[config.mk]
export PLATFORM = sky130hd
export DESIGN_NAME = btn_pulse_gen
export DESIGN_NICKNAME = d
export VERILOG_FILES = /design/src/rtl/btn_pkg.sv /design/src/rtl/sync_ff.sv /design/src/rtl/btn_pulse_gen.sv
export SDC_FILE = /design/constraint.sdc
export NUM_CORES = 1
export LEC_CHECK = 0
export ABC_CLOCK_PERIOD_IN_PS = 1600
export BUFFER_PORTS_ARGS = -buffer_cell sky130_fd_sc_hd__buf_2
export CAP_MARGIN = 30
export CELL_PAD_IN_SITES_DETAIL_PLACEMENT = 0
export CELL_PAD_IN_SITES_GLOBAL_PLACEMENT = 1
export CORE_MARGIN = 10
export CORE_UTILIZATION = 35
export DETAILED_ROUTE_END_ITERATION = 10
export GPL_TIMING_DRIVEN = 1
export PLACE_DENSITY = 0.69
export SLEW_MARGIN = 10
export SYNTH_ARGS = -nofsm -noshare
export SYNTH_HDL_FRONTEND = slang
export SYNTH_SLANG_ARGS = --single-unit
[constraint.sdc]
create_clock -name clk -period 1.6 [get_ports clk]
set_clock_uncertainty 0.2 [all_clocks]
set_input_delay 0.08 -clock clk [delete_from_list [all_inputs] [get_ports clk]]
set_output_delay 0.08 -clock clk [all_outputs]
set_load 0.01 [all_outputs]
[src/rtl/btn_pkg.sv]
`default_nettype none
// ============================================================================
// Module      : btn_pkg
// Description : Shared state encodings and default timing constants for the
//               pushbutton conditioning stage.
// Revision    : 1.0 - initial release
// ============================================================================
package btn_pkg;

    typedef logic [1:0] btn_state_t;

    localparam btn_state_t c_IDLE      = 2'd0;
    localparam btn_state_t c_ARMING    = 2'd1;
    localparam btn_state_t c_HELD      = 2'd2;
    localparam btn_state_t c_RELEASING = 2'd3;

    localparam int c_DB_CYCLES_DEF     = 16;
    localparam int c_REPEAT_DELAY_DEF  = 64;
    localparam int c_REPEAT_PERIOD_DEF = 16;

endpackage
`default_nettype wire

[src/rtl/sync_ff.sv]
`default_nettype none
// ============================================================================
// Module      : sync_ff
// Description : Reset-to-zero flop chain bringing an asynchronous level into
//               the clk domain.
// Revision    : 1.0 - initial release
// ============================================================================
module sync_ff #(
    parameter int STAGES = 2
) (
    input  logic clk,
    input  logic rst,
    input  logic i_d,
    output logic o_q
);

    logic [STAGES-1:0] r_chain;

    always_ff @(posedge clk) begin
        if (rst) begin
            r_chain <= '0;
        end else begin
            r_chain <= {r_chain[STAGES-2:0], i_d};
        end
    end

    assign o_q = r_chain[STAGES-1];

endmodule
`default_nettype wire

[src/rtl/btn_pulse_gen.sv]
`default_nettype none
// ============================================================================
// Module      : btn_pulse_gen
// Description : Synchronizes and debounces a raw pushbutton and emits one
//               registered pulse per accepted press. Auto-repeat while held
//               is built when BTN_AUTO_REPEAT_EN is defined.
// Revision    : 1.0 - initial release
// ============================================================================
module btn_pulse_gen
    import btn_pkg::*;
#(
    parameter int SYNC_STAGES   = 2,
    parameter int DB_CYCLES     = c_DB_CYCLES_DEF,
    parameter int REPEAT_DELAY  = c_REPEAT_DELAY_DEF,
    parameter int REPEAT_PERIOD = c_REPEAT_PERIOD_DEF
) (
    input  logic       clk,
    input  logic       rst,
    input  logic       btn_in,
    output logic       w_pulse,
    output logic       btn_level,
    output logic [1:0] state
);

    localparam int               c_CNT_W   = $clog2(DB_CYCLES) + 1;
    localparam logic [c_CNT_W-1:0] c_DB_LAST = c_CNT_W'(DB_CYCLES - 1);
    localparam logic [c_CNT_W-1:0] c_CNT_ONE = c_CNT_W'(1);

    btn_state_t           r_state;
    logic [c_CNT_W-1:0]   r_cnt;
    logic                 r_pulse;
    logic                 r_level;
    logic                 w_sync;
    logic                 w_press;
    logic                 w_rpt_fire;

    sync_ff #(
        .STAGES (SYNC_STAGES)
    ) u_sync (
        .clk (clk),
        .rst (rst),
        .i_d (btn_in),
        .o_q (w_sync)
    );

    assign w_press = (r_state == c_ARMING) && w_sync && (r_cnt == c_DB_LAST);

    always_ff @(posedge clk) begin
        if (rst) begin
            r_state <= c_IDLE;
            r_cnt   <= '0;
            r_pulse <= 1'b0;
            r_level <= 1'b0;
        end else begin
            r_pulse <= w_press | w_rpt_fire;
            case (r_state)
                c_IDLE: begin
                    if (w_sync) begin
                        r_state <= c_ARMING;
                        r_cnt   <= c_CNT_ONE;
                    end
                end
                c_ARMING: begin
                    if (!w_sync) begin
                        r_state <= c_IDLE;
                        r_cnt   <= '0;
                    end else if (r_cnt == c_DB_LAST) begin
                        r_state <= c_HELD;
                        r_cnt   <= '0;
                        r_level <= 1'b1;
                    end else begin
                        r_cnt <= r_cnt + c_CNT_ONE;
                    end
                end
                c_HELD: begin
                    if (!w_sync) begin
                        r_state <= c_RELEASING;
                        r_cnt   <= c_CNT_ONE;
                    end
                end
                default: begin
                    // Any high sample during release is bounce: back to HELD silently.
                    if (w_sync) begin
                        r_state <= c_HELD;
                        r_cnt   <= '0;
                    end else if (r_cnt == c_DB_LAST) begin
                        r_state <= c_IDLE;
                        r_cnt   <= '0;
                        r_level <= 1'b0;
                    end else begin
                        r_cnt <= r_cnt + c_CNT_ONE;
                    end
                end
            endcase
        end
    end

`ifdef BTN_AUTO_REPEAT_EN
    localparam int c_RPT_MAX = (REPEAT_DELAY > REPEAT_PERIOD) ? REPEAT_DELAY : REPEAT_PERIOD;
    localparam int c_RPT_W   = $clog2(c_RPT_MAX) + 1;
    localparam logic [c_RPT_W-1:0] c_RPT_DELAY_LAST  = c_RPT_W'(REPEAT_DELAY - 1);
    localparam logic [c_RPT_W-1:0] c_RPT_PERIOD_LAST = c_RPT_W'(REPEAT_PERIOD - 1);

    logic [c_RPT_W-1:0] r_rpt;
    logic               r_rpt_first;

    assign w_rpt_fire = (r_state == c_HELD) && w_sync &&
                        (r_rpt == (r_rpt_first ? c_RPT_DELAY_LAST : c_RPT_PERIOD_LAST));

    // Counter only advances while staying in HELD; any other cycle rearms the initial delay.
    always_ff @(posedge clk) begin
        if (rst) begin
            r_rpt       <= '0;
            r_rpt_first <= 1'b1;
        end else if ((r_state == c_HELD) && w_sync) begin
            if (w_rpt_fire) begin
                r_rpt       <= '0;
                r_rpt_first <= 1'b0;
            end else begin
                r_rpt <= r_rpt + c_RPT_W'(1);
            end
        end else begin
            r_rpt       <= '0;
            r_rpt_first <= 1'b1;
        end
    end
`else
    logic [31:0] w_rpt_params_unused;

    assign w_rpt_params_unused = 32'(REPEAT_DELAY ^ REPEAT_PERIOD);
    assign w_rpt_fire          = 1'b0;
`endif

    assign w_pulse   = r_pulse;
    assign btn_level = r_level;
    assign state     = r_state;

endmodule
`default_nettype wire

# Word-level counts from Yosys, hierarchy flattened
# Index checks and enable logic that the tools add are counted.
# Widths: inputs -> output; s select.
# totals
ff_bits,11
inputBits,3
out_inout_bits,4
elab_cells,41
# op_classes
addsub,1
eq_ne,8
mux,18
n_bitwise,1
reduce_logical,8
# op_table
op,count
$mux 5,5
$pmux 5 s3,1
$mux 2,6
$reduce_and 4->1,2
$pmux 2 s3,1
$add 5x1->5 const B,1
$eq 5x4->1 const B,1
$mux 1,4
$ne 2x1->1 const B,2
$ne 2x2->1 const B,2
$reduce_bool 4->1,1
$ne 3x3->1 const B,1
$eq 2x1->1 const B,1
$eq 2x2->1 const B,1
$logic_and 1x1->1,2
$logic_not 2->1,1
$pmux 1 s2,1
$reduce_and 2->1,1
$reduce_or 2->1,1
$not 1->1,1

# Longest topological paths before layout
# logic_depth
ltp_word,4
ltp_mapped,6
depth_no_buf,5

# Cells and area by module
# Synthesis repeated with hierarchy kept, for this count alone.
# hier_totals
cells_unflattened,59
hier_area_um2,549.3
# modules_own_cells
mod,instances,cells_each,area_each_um2,seq_area_each_um2
btn_pulse_gen,1,55,496.7,180.2
sync_ff,1,4,52.6,40.0

# Least setup slack after synthesis
# Ideal clock, no wire load.
# synth_path
path_kind,register -> register
start,register r_state[0] (netlist: state[0])
end,register r_level (netlist: btn_level)
setup_ns,0.071
t_arrival_ns,1.520
required_time_ns,1.329
slack_ns,-0.190
stages_incl_launch_ff,7
n_path_buf,1
period_less_slack_ns,1.790
cell_sequence,dfxtp_1 clkbuf_2 inv_2 nor2_1 ha_1 or4_1 a21oi_1
# synth_between
elab_chain_len,4
elab_cells_between_ends,9
classes_between,eq/ne: 4; mux: 1; bitwise: 1; reduce/logical: 3
# synth_rtl
element,line,rtl
start: declaration,btn_pulse_gen.sv:29,btn_state_t r_state;
start signal: assignment,btn_pulse_gen.sv:50,r_state <= c_IDLE;
start signal: assignment,btn_pulse_gen.sv:59,r_state <= c_ARMING;
start signal: assignment,btn_pulse_gen.sv:65,r_state <= c_IDLE;
$eq 2x2->1 or $logic_not 2->1 (tied branches),btn_pulse_gen.sv:56,case (r_state)
$reduce_or 2->1 (no line),n/a,
$not 1->1 (no line),n/a,
$reduce_and 4->1 (no line),n/a,
end signal: assignment,btn_pulse_gen.sv:53,r_level <= 1'b0;
end signal: assignment,btn_pulse_gen.sv:70,r_level <= 1'b1;
end signal: assignment,btn_pulse_gen.sv:89,r_level <= 1'b0;
end: declaration,btn_pulse_gen.sv:32,logic r_level;
# Several ways; a longest one is shown, not always the timed one.
# A chain may end at the register's enable or synchronous reset.

# Final worst setup path
# layout_path
start,register r_cnt[0]
end,register r_level (netlist: btn_level)
# layout_between
elab_chain_len,2
# layout_rtl
element,line,rtl
start: declaration,btn_pulse_gen.sv:30,logic [c_CNT_W-1:0] r_cnt;
start signal: assignment,btn_pulse_gen.sv:60,r_cnt <= c_CNT_ONE;
start signal: assignment,btn_pulse_gen.sv:72,r_cnt <= r_cnt + c_CNT_ONE;
start signal: assignment,btn_pulse_gen.sv:78,r_cnt <= c_CNT_ONE;
$eq 5x4->1,"btn_pulse_gen.sv:67, btn_pulse_gen.sv:86",
$reduce_and 4->1 (no line),n/a,
# No other way between the ends.

==> flow_summary.ini <==
[grt]
global_route_total_overflow = 0
antenna_found_initial = 0
grt_pass1_vias = 418
grt_usage_pct = 7.36
grt_first_pass_wirelength_um = 1940
grt_start_max_net_pins = 13

[clocking]
cts_max_level = 1
clk_pin_slew_worst_paths_ns = 0.07
cts_max_path_buffers = 2
cts.sink_count = 11
cts_buffers = 3
cts_root_buffer = clkbuf_4
cts_tree = yes
clk_latency_ns = 0.27

[cells_and_area]
drive_above_1_share_pct = 38.7
layout_nets = 81
antenna_cells = 0
area.growth.synth_to_final_pct = 40.5
final.fill_count = 129

[critical_path]
max_fo_critical_path = 4
worst-endpoint-required_ns = 1.60
crit_path_cell_trace = ha_4 > nand4b_1 > or4_1 > a21oi_1
setup.worst_path.start_class = flip-flop
r2r_end = btn_level$_SDFFE_PP0P_
worstSetupEndpoint = btn_level$_SDFFE_PP0P_
critical_path_arrival_ns = 1.63
worst-setup-path-type = reg -> reg
startpoint_of_the_worst_slack_reg_to_reg_timing_path = r_cnt[0]$_SDFFE_PP0P_
critPathSlowestCell = or4_1
r2r_worst_path_depth = 4
critical_path.max_stage_delay_ns = 0.52
setup.worst_path.start = r_cnt[0]$_SDFFE_PP0P_
end_kind = flip-flop
reg2reg_setup_slack_ns = -0.03

[power]
power_per_cell_area_nw_per_um2 = 730
vdd_ir_drop_max_mv = 0.460
totalPowerFinal_uw = 510
leakagePower_uw = 0.000286

[synth]
synthFlopType = dfxtp_1
yosysTopAreaCellShare_pct = 44.2
yosys.area.top_type = dfxtp_1
syn_area_per_cell_sq_um = 9.40
synth_most_common_cell = dfxtp_1
synthesis.instances = 53
synth-seq-cells = 11
sequential_cell_area_fraction_in_the_yosys_report_pct = 44.2
synthTopCellsByCount = dfxtp_1 (11), nand3_1 (6), a21oi_1 (4), nor2_1 (4), nand4b_1 (3)
synth.distinct_cells = 26
syn_area_sq_um = 498
netlist_top_cells_area = dfxtp_1 (44%), nand3_1 (6.0%), nand4b_1 (5.3%)
edff_count_synth = 0
syn_nets = 58
synth-async-reset-ratio_pct = 0
yosys_warnings = 0

[die]
initial_core_util_pct = 37.8
design.portCount = 7
row_count = 13
die_area_sq_um = 3330
die_h_um = 57.7
dieWidth_um = 57.7
core-area_sq_um = 1320

[run]
drv_cap = 0

[routing]
route.detailed.vias_per_inst = 5.33
drcViolationCount = 0
detailed_router_s_first_iteration_violation_count = 15
post_drt_wl_per_cell_um = 13.3
routed_wirelength_um = 1200
dr.pass1.iters = 4
routed_via_count = 480
detail-route-antenna-nets = 0

[min_path]
hold_class = reg -> reg

[placed_design]
place_congestion = 0.721
dp_slack_ns = 0.0223
detailed_place_hpwl_um = 825
buffer_ports.inserted = 6

[sta]
fin_ws_ns = -0.0325
report.final.setup_viol = 1
slew_limit_headroom_pct = 83.6
setup_tns_ns = -0.0325
max_transition_viols_final = 0
post-route-period-util_pct = 102
rsz0062_at_grt = true
hold_violations = 0
max_freq_ghz = 0.613
timing_worst_slew_pin_value_ns = 0.246
fin_worst_hold_slack_ns = 0.245
min_period_ns = 1.63

[run_status]
status = complete, but fails checks
violated_checks = setup timing
==> per-layer routing <==
metal	vias up	global-route usage [%]	routed length [um]
met1	225	8.50	570
met2	13	10.3	522
met5	-	0	0
met3	4	5.01	80
li1	238	-	-
met4	0	3.02	22
==> stage by stage <==
stage	cell area, sq um	instances	util, %
finish	699	90	53.1
global route	699	90	53.1
CTS	669	88	50.8
detailed placement	612	81	46.4
global placement	612	81	46.4
floorplan	513	53	-
==> registers in the layout, indices dropped and copies added, names as in the netlist, named ones only <==
signal / count
btn_level: 1
r_cnt: 5
state: 1
u_sync.r_chain: 2
w_pulse: 1
==> how the worst min path moves through the flow <==
stage / start / slack, ns / endpoint / cells past startpoint
final: u_sync.r_chain[0]$_SDFF_PP0_ / 0.25 / u_sync.r_chain[1]$_SDFF_PP0_ / 1
after detailed placement: btn_in / 0.1 / u_sync.r_chain[0]$_SDFF_PP0_ / 2
after floorplan: btn_in / 0.008 / u_sync.r_chain[0]$_SDFF_PP0_ / 1
after global routing: u_sync.r_chain[0]$_SDFF_PP0_ / 0.27 / u_sync.r_chain[1]$_SDFF_PP0_ / 1
after global placement: btn_in / 0.1 / u_sync.r_chain[0]$_SDFF_PP0_ / 2
after CTS: u_sync.r_chain[0]$_SDFF_PP0_ / 0.25 / u_sync.r_chain[1]$_SDFF_PP0_ / 1
==> timing repair <==
item                                    4_1_cts  5_1_grt
resized for setup                             0        4
setup buffers                                 0        2
hold buffers                                  3        0
endpoints found under the setup margin        0        2
endpoints found under the hold margin         9        0
==> cell families (layout without fill, tap and decap cells) <==
group                      count (synthesis)  after routing  share of synthesized area, %
DFF                                       11             11                          44.2
xor gates and xnor gates                   2              2                          3.52
and+or+nand+nor                           25             25                          30.7
buffers and inverters                      4             26                          3.26
AOI/OAI and AO/OA                          9              9                          13.3
adders and majority gates                  2              2                          5.02
==> worst max-delay path, delay by kind of cell (launching register included) <==
kind	cells	cell delay, ns
AND/OR/NAND/NOR	2	0.72
flip-flops	1	0.35
AO/OA/AOI/OAI	1	0.15
adder cells (fa/ha/maj)	1	0.14
==> cell type report <==
type / instances / area [sq um] / share of cell area (%)
inverters: 2 / 12.5 / 1.79
repair buffers: 20 / 143 / 20.4
well taps: 15 / 18.8 / 2.68
clock inverters: 1 / 5.00 / 0.716
multi-input cells: 38 / 274 / 39.2
flip-flops and latches: 11 / 224 / 32.0
clock buffers: 3 / 22.5 / 3.22
==> report_power, final <==
| group | leakage, uW | total [uW] | internal [uW] | switching, uW |
|---|---|---|---|---|
| Sequential | 0.0000906 | 282 | 278 | 4.08 |
| Combinational | 0.000177 | 38.7 | 20.2 | 18.4 |
| Clock | 0.0000177 | 189 | 92.6 | 96.5 |
==> cell usage in the layout (no fill, tap or decap), drive strengths merged, types with 2 or more instances in the layout <==
master       count
dlygate4sd3      3
dfxtp           11
inv              2
buf             17
nand4b           3
clkbuf           3
nand2b           2
ha               2
or3              2
nor2b            2
a21oi            4
nor2             4
nand3            6
No activity file was read; power rests on OpenSTA's default activity.
